===== src/rtl/mb_booth_pkg.sv =====
// Shared types for the radix-4 Booth multiplier family.
// Holds the FSM state and Booth select encodings, plus the digit-count helper.
package mb_booth_pkg;

  typedef enum logic [1:0] {
    ST_IDLE = 2'd0,
    ST_CALC = 2'd1,
    ST_DONE = 2'd2
  } state_t;

  typedef enum logic [2:0] {
    SEL_ZERO = 3'd0,
    SEL_POS1 = 3'd1,
    SEL_POS2 = 3'd2,
    SEL_NEG1 = 3'd3,
    SEL_NEG2 = 3'd4
  } booth_sel_t;

  // One extra digit so zero-extended unsigned operands get their top bit covered.
  function automatic int ndig(input int width);
    return width / 2 + 1;
  endfunction

endpackage


===== src/rtl/mb_booth_r4_enc.sv =====
// Radix-4 Booth recoder: maps the 3-bit window {q[1], q[0], q[-1]} to a multiple select.
// Purely combinational; zero_o takes priority over sel_2x_o and negate_o.
module mb_booth_r4_enc
  import mb_booth_pkg::*;
(
  input  logic [2:0] win_i,
  output logic       sel_2x_o,
  output logic       negate_o,
  output logic       zero_o
);

  booth_sel_t sel;

  always_comb begin
    sel = SEL_ZERO;
    case (win_i)
      3'b001, 3'b010: sel = SEL_POS1;
      3'b011:         sel = SEL_POS2;
      3'b100:         sel = SEL_NEG2;
      3'b101, 3'b110: sel = SEL_NEG1;
      default:        sel = SEL_ZERO;
    endcase
  end

  assign sel_2x_o = (sel == SEL_POS2) || (sel == SEL_NEG2);
  assign negate_o = (sel == SEL_NEG1) || (sel == SEL_NEG2);
  assign zero_o   = (sel == SEL_ZERO);

endmodule


===== src/rtl/mb_booth_r4_iter.sv =====
// Iterative radix-4 Booth multiplier, one digit per clock, signed/unsigned per operation.
// Define MB_EARLY_TERM_EN to finish as soon as the remaining multiplier digits are all zero.
module mb_booth_r4_iter
  import mb_booth_pkg::*;
#(
  parameter int WIDTH = 16
) (
  input  logic               CLK,
  input  logic               RST,
  input  logic               in_valid,
  output logic               in_ready,
  input  logic [WIDTH-1:0]   mx,
  input  logic [WIDTH-1:0]   my,
  input  logic               signed_mode,
  output logic               out_valid,
  input  logic               out_ready,
  output logic [2*WIDTH-1:0] product,
  output logic               busy
);

  localparam int NDIG = ndig(WIDTH);
  localparam int CW   = $clog2(NDIG);
  localparam int PW   = 2 * WIDTH;
  localparam int QW   = WIDTH + 2;
  localparam logic [CW-1:0] LAST_DIG = CW'(NDIG - 1);

  state_t         state_q;
  logic [PW-1:0]  m_q, m_d;
  logic [QW-1:0]  q_q, q_d;
  logic           qm1_q, qm1_d;
  logic [PW-1:0]  acc_q, acc_d;
  logic [CW-1:0]  cnt_q;
  logic [PW-1:0]  product_q;
  logic           out_valid_q;
  logic           in_ready_q;
  logic           busy_q;

  logic           sel_2x;
  logic           negate;
  logic           zero;
  logic [PW-1:0]  addend;
  logic           calc_last;

  mb_booth_r4_enc u_enc (
    .win_i    ({q_q[1:0], qm1_q}),
    .sel_2x_o (sel_2x),
    .negate_o (negate),
    .zero_o   (zero)
  );

  // Conditional-negate adder: subtraction is invert-plus-carry-in on the selected multiple.
  always_comb begin
    addend = zero ? '0 : (sel_2x ? {m_q[PW-2:0], 1'b0} : m_q);
    acc_d  = acc_q + (addend ^ {PW{negate}}) + PW'(negate);
    m_d    = {m_q[PW-3:0], 2'b00};
    q_d    = {{2{q_q[QW-1]}}, q_q[QW-1:2]};
    qm1_d  = q_q[1];
  end

`ifdef MB_EARLY_TERM_EN
  logic rest_zero;
  // All-equal window bits beyond this point can only recode to zero digits.
  assign rest_zero = (&{q_d, qm1_d}) | ~(|{q_d, qm1_d});
  assign calc_last = (cnt_q == LAST_DIG) || rest_zero;
`else
  assign calc_last = (cnt_q == LAST_DIG);
`endif

  always_ff @(posedge CLK or posedge RST) begin
    if (RST) begin
      state_q     <= ST_IDLE;
      m_q         <= '0;
      q_q         <= '0;
      qm1_q       <= 1'b0;
      acc_q       <= '0;
      cnt_q       <= '0;
      product_q   <= '0;
      out_valid_q <= 1'b0;
      in_ready_q  <= 1'b1;
      busy_q      <= 1'b0;
    end else begin
      case (state_q)
        ST_IDLE: begin
          if (in_valid && in_ready_q) begin
            m_q        <= {{WIDTH{signed_mode & mx[WIDTH-1]}}, mx};
            q_q        <= {{2{signed_mode & my[WIDTH-1]}}, my};
            qm1_q      <= 1'b0;
            acc_q      <= '0;
            cnt_q      <= '0;
            state_q    <= ST_CALC;
            in_ready_q <= 1'b0;
            busy_q     <= 1'b1;
          end
        end
        ST_CALC: begin
          acc_q <= acc_d;
          m_q   <= m_d;
          q_q   <= q_d;
          qm1_q <= qm1_d;
          cnt_q <= cnt_q + CW'(1);
          if (calc_last) begin
            state_q     <= ST_DONE;
            product_q   <= acc_d;
            out_valid_q <= 1'b1;
          end
        end
        ST_DONE: begin
          if (out_ready) begin
            state_q     <= ST_IDLE;
            out_valid_q <= 1'b0;
            in_ready_q  <= 1'b1;
            busy_q      <= 1'b0;
          end
        end
        default: begin
          state_q     <= ST_IDLE;
          out_valid_q <= 1'b0;
          in_ready_q  <= 1'b1;
          busy_q      <= 1'b0;
        end
      endcase
    end
  end

  assign in_ready  = in_ready_q;
  assign out_valid = out_valid_q;
  assign product   = product_q;
  assign busy      = busy_q;

endmodule


===== config.mk =====
export PLATFORM = sky130hd
export DESIGN_NAME = mb_booth_r4_iter
export DESIGN_NICKNAME = d
export VERILOG_FILES = /design/src/rtl/mb_booth_pkg.sv /design/src/rtl/mb_booth_r4_enc.sv /design/src/rtl/mb_booth_r4_iter.sv
export SDC_FILE = /design/constraint.sdc
export NUM_CORES = 1
export LEC_CHECK = 0
export BUFFER_PORTS_ARGS = -buffer_cell sky130_fd_sc_hd__buf_2
export CORE_MARGIN = 5
export CORE_UTILIZATION = 60
export CTS_CLUSTER_SIZE = 30
export DETAILED_ROUTE_END_ITERATION = 7
export PLACE_DENSITY = 0.81
export SLEW_MARGIN = 20
export SYNTH_ARGS = -nofsm -noshare
export SYNTH_HDL_FRONTEND = slang
export SYNTH_SLANG_ARGS = --single-unit

===== constraint.sdc =====
create_clock -name CLK -period 5.3 [get_ports CLK]
set_clock_uncertainty 0.2 [all_clocks]
set_input_delay 0.265 -clock CLK [delete_from_list [all_inputs] [get_ports CLK]]
set_output_delay 0.265 -clock CLK [all_outputs]
set_load 0.005 [all_outputs]

# Yosys cells after proc, flatten, opt, wreduce, memory -nomap -nowiden
# Index checks and enable logic that the tools add are counted.
# op_classes
addsub,3
eq_ne,15
muxes,24
n_bitwise,5
reduce_logical,14
# ops
op,n
2-to-1 mux 32 bit,4
one-hot mux 32 bit (2 select lines),2
one-hot mux 18 bit (2 select lines),1
adder 32 x 1 -> 32 bit,1
adder 32 bit,1
XOR 32 bit,1
2-to-1 mux 18 bit,1
== test 3 x 2 -> 1 bit (second input constant),4
== test 3 bit (second input constant),4
one-hot mux 3 bit (4 select lines),1
AND reduction 3 bit,4
one-hot mux 1 bit (3 select lines),3
one-hot mux 4 bit (2 select lines),1
2-to-1 mux 2 bit,3
inequality test 2 bit (second input constant),3
one-hot mux 2 bit (3 select lines),1
2-to-1 mux 1 bit,5
adder 4 x 1 -> 4 bit (second input constant),1
== test 4 bit (second input constant),1
2-to-1 mux 4 bit,1
AND reduction 2 bit,2
OR reduction 2 bit,2
== test 3 x 1 -> 1 bit (second input constant),1
logical NOT 3 bit,1
other kinds (9),12
# totals
reg_bits,124
in_bits,37
output_inout_bits,35
elab_cells,72

# Depth between registers and ports, before layout
# depth
depth_word,11
mapped_depth,18
depth_no_buf,15

# Hierarchy
# A second synthesis with hierarchy kept.
# unflattened
cells_unflattened,894
area_unflattened_um2,7623.6
# modules_own_cells
module,n_inst,cells_each,area_per_inst_um2
mb_booth_r4_iter,1,888,7587.3
mb_booth_r4_enc,1,6,36.3

# Worst setup path after synthesis
# OpenSTA, ideal clock, no wires.
# synth_timing
path_kind,register to register
from,reg q_q[1]
to,"reg product_q[30], in the netlist product[30]"
arrival_ns,3.371
slack_ns,1.599
stages_incl_launch_ff,19
synth_period_minus_slack_ns,3.701
cell_sequence,dfrtp_1 > buf_2 > inv_1 > and3_1 > clkbuf_1 > clkbuf_1 > a22oi_1 > o21ai_0 > inv_1 > fa_1 > nand2b_1 > a21oi_1 > o21ai_1 > a211o_1 > a211o_1 > a21oi_1 > a31oi_1 > xor2_1 > o21ai_0
# synth_between
elab_chain_len,10
elab_cells_between_ends,20
cone_classes,2 x add/sub; 9 x eq/ne; 3 x mux; 1 x bitwise; 5 x reduce/logical
# synth_rtl
element,line_no,source
"start, declared",mb_booth_r4_iter.sv:29,"logic [QW-1:0] q_q, q_d;"
"start signal, assigned",mb_booth_r4_iter.sv:86,"q_q <= {{2{signed_mode & my[WIDTH-1]}}, my};"
"start signal, assigned",mb_booth_r4_iter.sv:98,q_q <= q_d;
== test 3 bit (tied with other cells),mb_booth_r4_enc.sv:16,case (win_i)
OR reduction 2 bit,mb_booth_r4_enc.sv:16,
one-hot mux 3 bit (4 select lines) *,mb_booth_r4_enc.sv:16,
== test 3 x 2 -> 1 bit / == test 3 bit (equally long branches),"mb_booth_r4_enc.sv:25, mb_booth_r4_enc.sv:26",
logical OR 1 bit,mb_booth_r4_enc.sv:25,assign sel_2x_o = (sel == SEL_POS2) || (sel == SEL_NEG2);
2-to-1 mux 32 bit (2 in a row),mb_booth_r4_iter.sv:53,"addend = zero ? '0 : (sel_2x ? {m_q[PW-2:0], 1'b0} : m_q);"
XOR 32 bit,mb_booth_r4_iter.sv:54,acc_d = acc_q + (addend ^ {PW{negate}}) + PW'(negate);
adder 32 bit,mb_booth_r4_iter.sv:54,
adder 32 x 1 -> 32 bit *,mb_booth_r4_iter.sv:54,
"end signal, assigned",mb_booth_r4_iter.sv:77,product_q <= '0;
"end signal, assigned",mb_booth_r4_iter.sv:103,product_q <= acc_d;
"end, declared",mb_booth_r4_iter.sv:33,logic [PW-1:0] product_q;
# Every way passes the cells marked *; elsewhere a longest branch is shown, timed or not.
# A chain may end at the register's enable or synchronous reset.

# Final worst setup path
# layout_timing
from,reg qm1_q
to,"reg product_q[30], in the netlist product[30]"
# layout_between
elab_chain_len,10
elab_cells_between_ends,20
cone_classes,2 x add/sub; 9 x eq/ne; 3 x mux; 1 x bitwise; 5 x reduce/logical
# layout_rtl
element,line_no,source
"start, declared",mb_booth_r4_iter.sv:30,"logic qm1_q, qm1_d;"
"start signal, assigned",mb_booth_r4_iter.sv:99,qm1_q <= qm1_d;
== test 3 bit (tied with other cells),mb_booth_r4_enc.sv:16,
OR reduction 2 bit,mb_booth_r4_enc.sv:16,
one-hot mux 3 bit (4 select lines) *,mb_booth_r4_enc.sv:16,
== test 3 x 2 -> 1 bit / == test 3 bit (equally long branches),"mb_booth_r4_enc.sv:25, mb_booth_r4_enc.sv:26",
logical OR 1 bit,mb_booth_r4_enc.sv:25,
2-to-1 mux 32 bit (2 in a row),mb_booth_r4_iter.sv:53,
XOR 32 bit,mb_booth_r4_iter.sv:54,
adder 32 bit,mb_booth_r4_iter.sv:54,
adder 32 x 1 -> 32 bit *,mb_booth_r4_iter.sv:54,
# Marked as above.

==> flow_metrics.tcl <==
set metrics [dict create \
    drtPass1Iterations 6 \
    die_w_um 120 \
    utilization_pct 72.7 \
    clk_latency_ns 0.42 \
    post-synth-top-area-fraction_pct 42.4 \
    crit_arrival_ns 4.26 \
    outcome "complete, no violations" \
    seq_area_frac_synth_pct 42.7 \
    n_fill_cell 875 \
    grtUsageTotal_pct 28.0 \
    fin_crit_sh_pct 78.8 \
    cts_buffers 17 \
    hold_depth 3 \
    cts.sinks 124 \
    start_util_pct 60.7 \
    ys_types 53 \
    slew_violations 0 \
    avgViaCountPerCell 6.24 \
    h-tree-depth 4 \
    syn_inst 845 \
    syn-num-nets 918 \
    syn2layout_area_growth_pct 19.7 \
    fin_cells 1086 \
    final_cell_mix "nand2_1, dfrtp_1, o21ai_0" \
    cap_violations 0 \
    end_kind "flip-flop" \
    regArea_um2 3100 \
    hpwl_um 12800 \
    wl_per_cell_um 18.1 \
    cp-startpoint "qm1_q$_DFFE_PP0P_" \
    grt_max_degree 101 \
    fin_area_um2 8700 \
    die_h_um 120 \
    ys.flop_type "dfrtp_1" \
    gp_congestion 0.947 \
    drt-total-wl_um 19600 \
    worstSetupPathType "reg -> reg" \
    max_stage_delay_ns 0.57 \
    drt-initial-drc-count 756 \
    regToRegSetupSlack_ns 1.13 \
    tns_ns 0 \
    drc 0 \
    synthArstFlopShare_pct 100 \
    min-delay-start "signed_mode" \
    coreArea_um2 12000 \
    place_area_um2 7710 \
    dieArea_um2 14400 \
    worstMarginPinSlew_ns 0.953 \
    drive_gt1_share_pct 13.5 \
    path_cells "or3_1 -> o21ai_0 -> inv_1 -> fa_1 -> nand2b_1 -> a21oi_1 -> o21ai_1 -> a211o_1 -> a211o_1 -> a21oi_1 -> a31oi_1 -> xor2_1 -> o21ai_0" \
    overflow 0 \
    fin_nets 1000 \
    grt_pass1_vias 6651 \
    n_antenna_cell 0 \
    syn-cell-area_um2 7260 \
    clockRootBuffer "clkbuf_16" \
    placed_cells 1021 \
    drt.antenna.violating_nets 0 \
    ioPinCount 72 \
    synth_top_cell_by_area "dfrtp_1" \
    yosysWarnings 0 \
    hold_path.class "in -> reg" \
    num_vias 6779 \
    slew-limit-headroom_pct 36.5 \
    path_clk_slew_ns 0.06 \
    cpMaxStageDelayCell "or3_1" \
    r2r-start "qm1_q$_DFFE_PP0P_" \
    max_freq_mhz 240 \
    hold_viol 0 \
    period_needed_ns 4.17 \
    required_ns 5.39 \
    finalSetupViolCount 0 \
    cts.path.max_buffers 2 \
    rsz0062_at_grt "false" \
    r2r_cells 13 \
    syn_avg_cell_area_um2 8.60 \
    final_common_cell "nand2_1" \
    crit_fanout 15 \
    numPortBuffers 71 \
    whs_endpoint "q_q[17]$_DFFE_PP0P_" \
    synth-edff-count 0 \
    rows 40 \
    yosys-top-cells-area "dfrtp_1, nand2_1, ha_1" \
    grt_pass1_wl_um 32500 \
    multiInputGateArea_um2 3930 \
    worstReg2RegEnd "product[30]$_DFFE_PP0P_" \
    startpoint_type "flip-flop" \
    antenna_found_initial 0 \
    synth_seq_cells 124 \
    cts_tree "built" \
]
## layer usage
| metal | global-route usage (%) | up-vias | wire, um | share of wire, % |
|---|---|---|---|---|
| met5 | 0 | - | 0 | 0 |
| met4 | 11.3 | 0 | 551 | 2.8 |
| met3 | 6.36 | 67 | 1400 | 7.2 |
| met2 | 47.0 | 340 | 9650 | 49 |
| met1 | 35.1 | 3232 | 8020 | 41 |
| li1 | - | 3140 | - | - |
## worst max-delay path by stage
| stage | endpoint | slack (ns) | cells past startpoint |
|---|---|---|---|
| floorplan | acc_q[0]$_DFFE_PP0P_ | 1.54 | 1 |
| global placement | product[30]$_DFFE_PP0P_ | 1.44 | 13 |
| detailed placement | product[30]$_DFFE_PP0P_ | 1.19 | 13 |
| CTS | product[30]$_DFFE_PP0P_ | 1.17 | 13 |
| global route | product[30]$_DFFE_PP0P_ | 0.91 | 13 |
| finish | product[30]$_DFFE_PP0P_ | 1.13 | 13 |
## synth_stat cells (4+ instances only)
| library cell | count |
|---|---|
| xnor2_1 | 18 |
| nand3_1 | 64 |
| a21o_1 | 8 |
| nand2b_1 | 6 |
| nand2_1 | 144 |
| o21ai_1 | 11 |
| ha_1 | 35 |
| nor2b_1 | 7 |
| nor2_1 | 57 |
| xor2_1 | 47 |
| and3_1 | 4 |
| a31oi_1 | 31 |
| a22o_1 | 6 |
| o21ai_0 | 84 |
| clkbuf_1 | 45 |
| dfrtp_1 | 123 |
| o21bai_1 | 7 |
| o21a_1 | 7 |
| a21oi_1 | 39 |
| buf_1 | 7 |
| a22oi_1 | 29 |
| inv_1 | 14 |
| nor3_1 | 5 |
## worst max-delay path, delay by kind of cell, from the launching register on
| kind | cells | cell delay (ns) |
|---|---|---|
| fa+ha+maj | 1 | 0.45 |
| xor+xnor | 1 | 0.21 |
| compound gates | 8 | 1.84 |
| buf+inv | 1 | 0.10 |
| simple gates | 2 | 0.77 |
| flops | 1 | 0.46 |
## state kept, by name, indices dropped and copies added, names as in the netlist
| signal | flops |
|---|---|
| state_q | 2 |
| busy | 1 |
| in_ready | 1 |
| q_q | 18 |
| m_q | 32 |
| cnt_q | 4 |
| product | 32 |
| qm1_q | 1 |
| out_valid | 1 |
| acc_q | 32 |
## what timing repair did
item                                   CTS  global route
hold buffers                            34             0
setup buffers                            0             0
gates resized for setup                  0             0
endpoints found under the hold margin  102             0
## kinds of logic after synthesis
| group | after synthesis | share of synthesized area [%] |
|---|---|---|
| AO/OA/AOI/OAI | 250 | 21.3 |
| XOR/XNOR | 65 | 7.84 |
| adder cells (fa/ha/maj) | 36 | 6.30 |
| buffers and inverters | 67 | 3.48 |
| flip-flops | 124 | 42.7 |
| multiplexers | 3 | 0.448 |
| AND/OR/NAND/NOR | 300 | 17.9 |
## final cells by class
| type | count | area share [%] |
|---|---|---|
| sequential | 124 | 35.7 |
| multi-input combinational | 654 | 45.2 |
| clock buffer | 20 | 5.25 |
| clock inverter | 11 | 2.19 |
| timing repair buffer | 116 | 8.95 |
| tap | 147 | 2.12 |
| inverter | 14 | 0.633 |
## stage by stage
step / hold slack (ns) / worst slack, ns
CTS: 0.0246 / 1.17
detailed placement: 0.266 / 1.19
global placement: 0.256 / 1.44
finish: 0.0593 / 1.13
floorplan: 0.170 / 1.54
global route: 0.0802 / 0.910
Power is not shown: default switching activity piles up to over one toggle a cycle in this logic, so the estimate is an artifact.
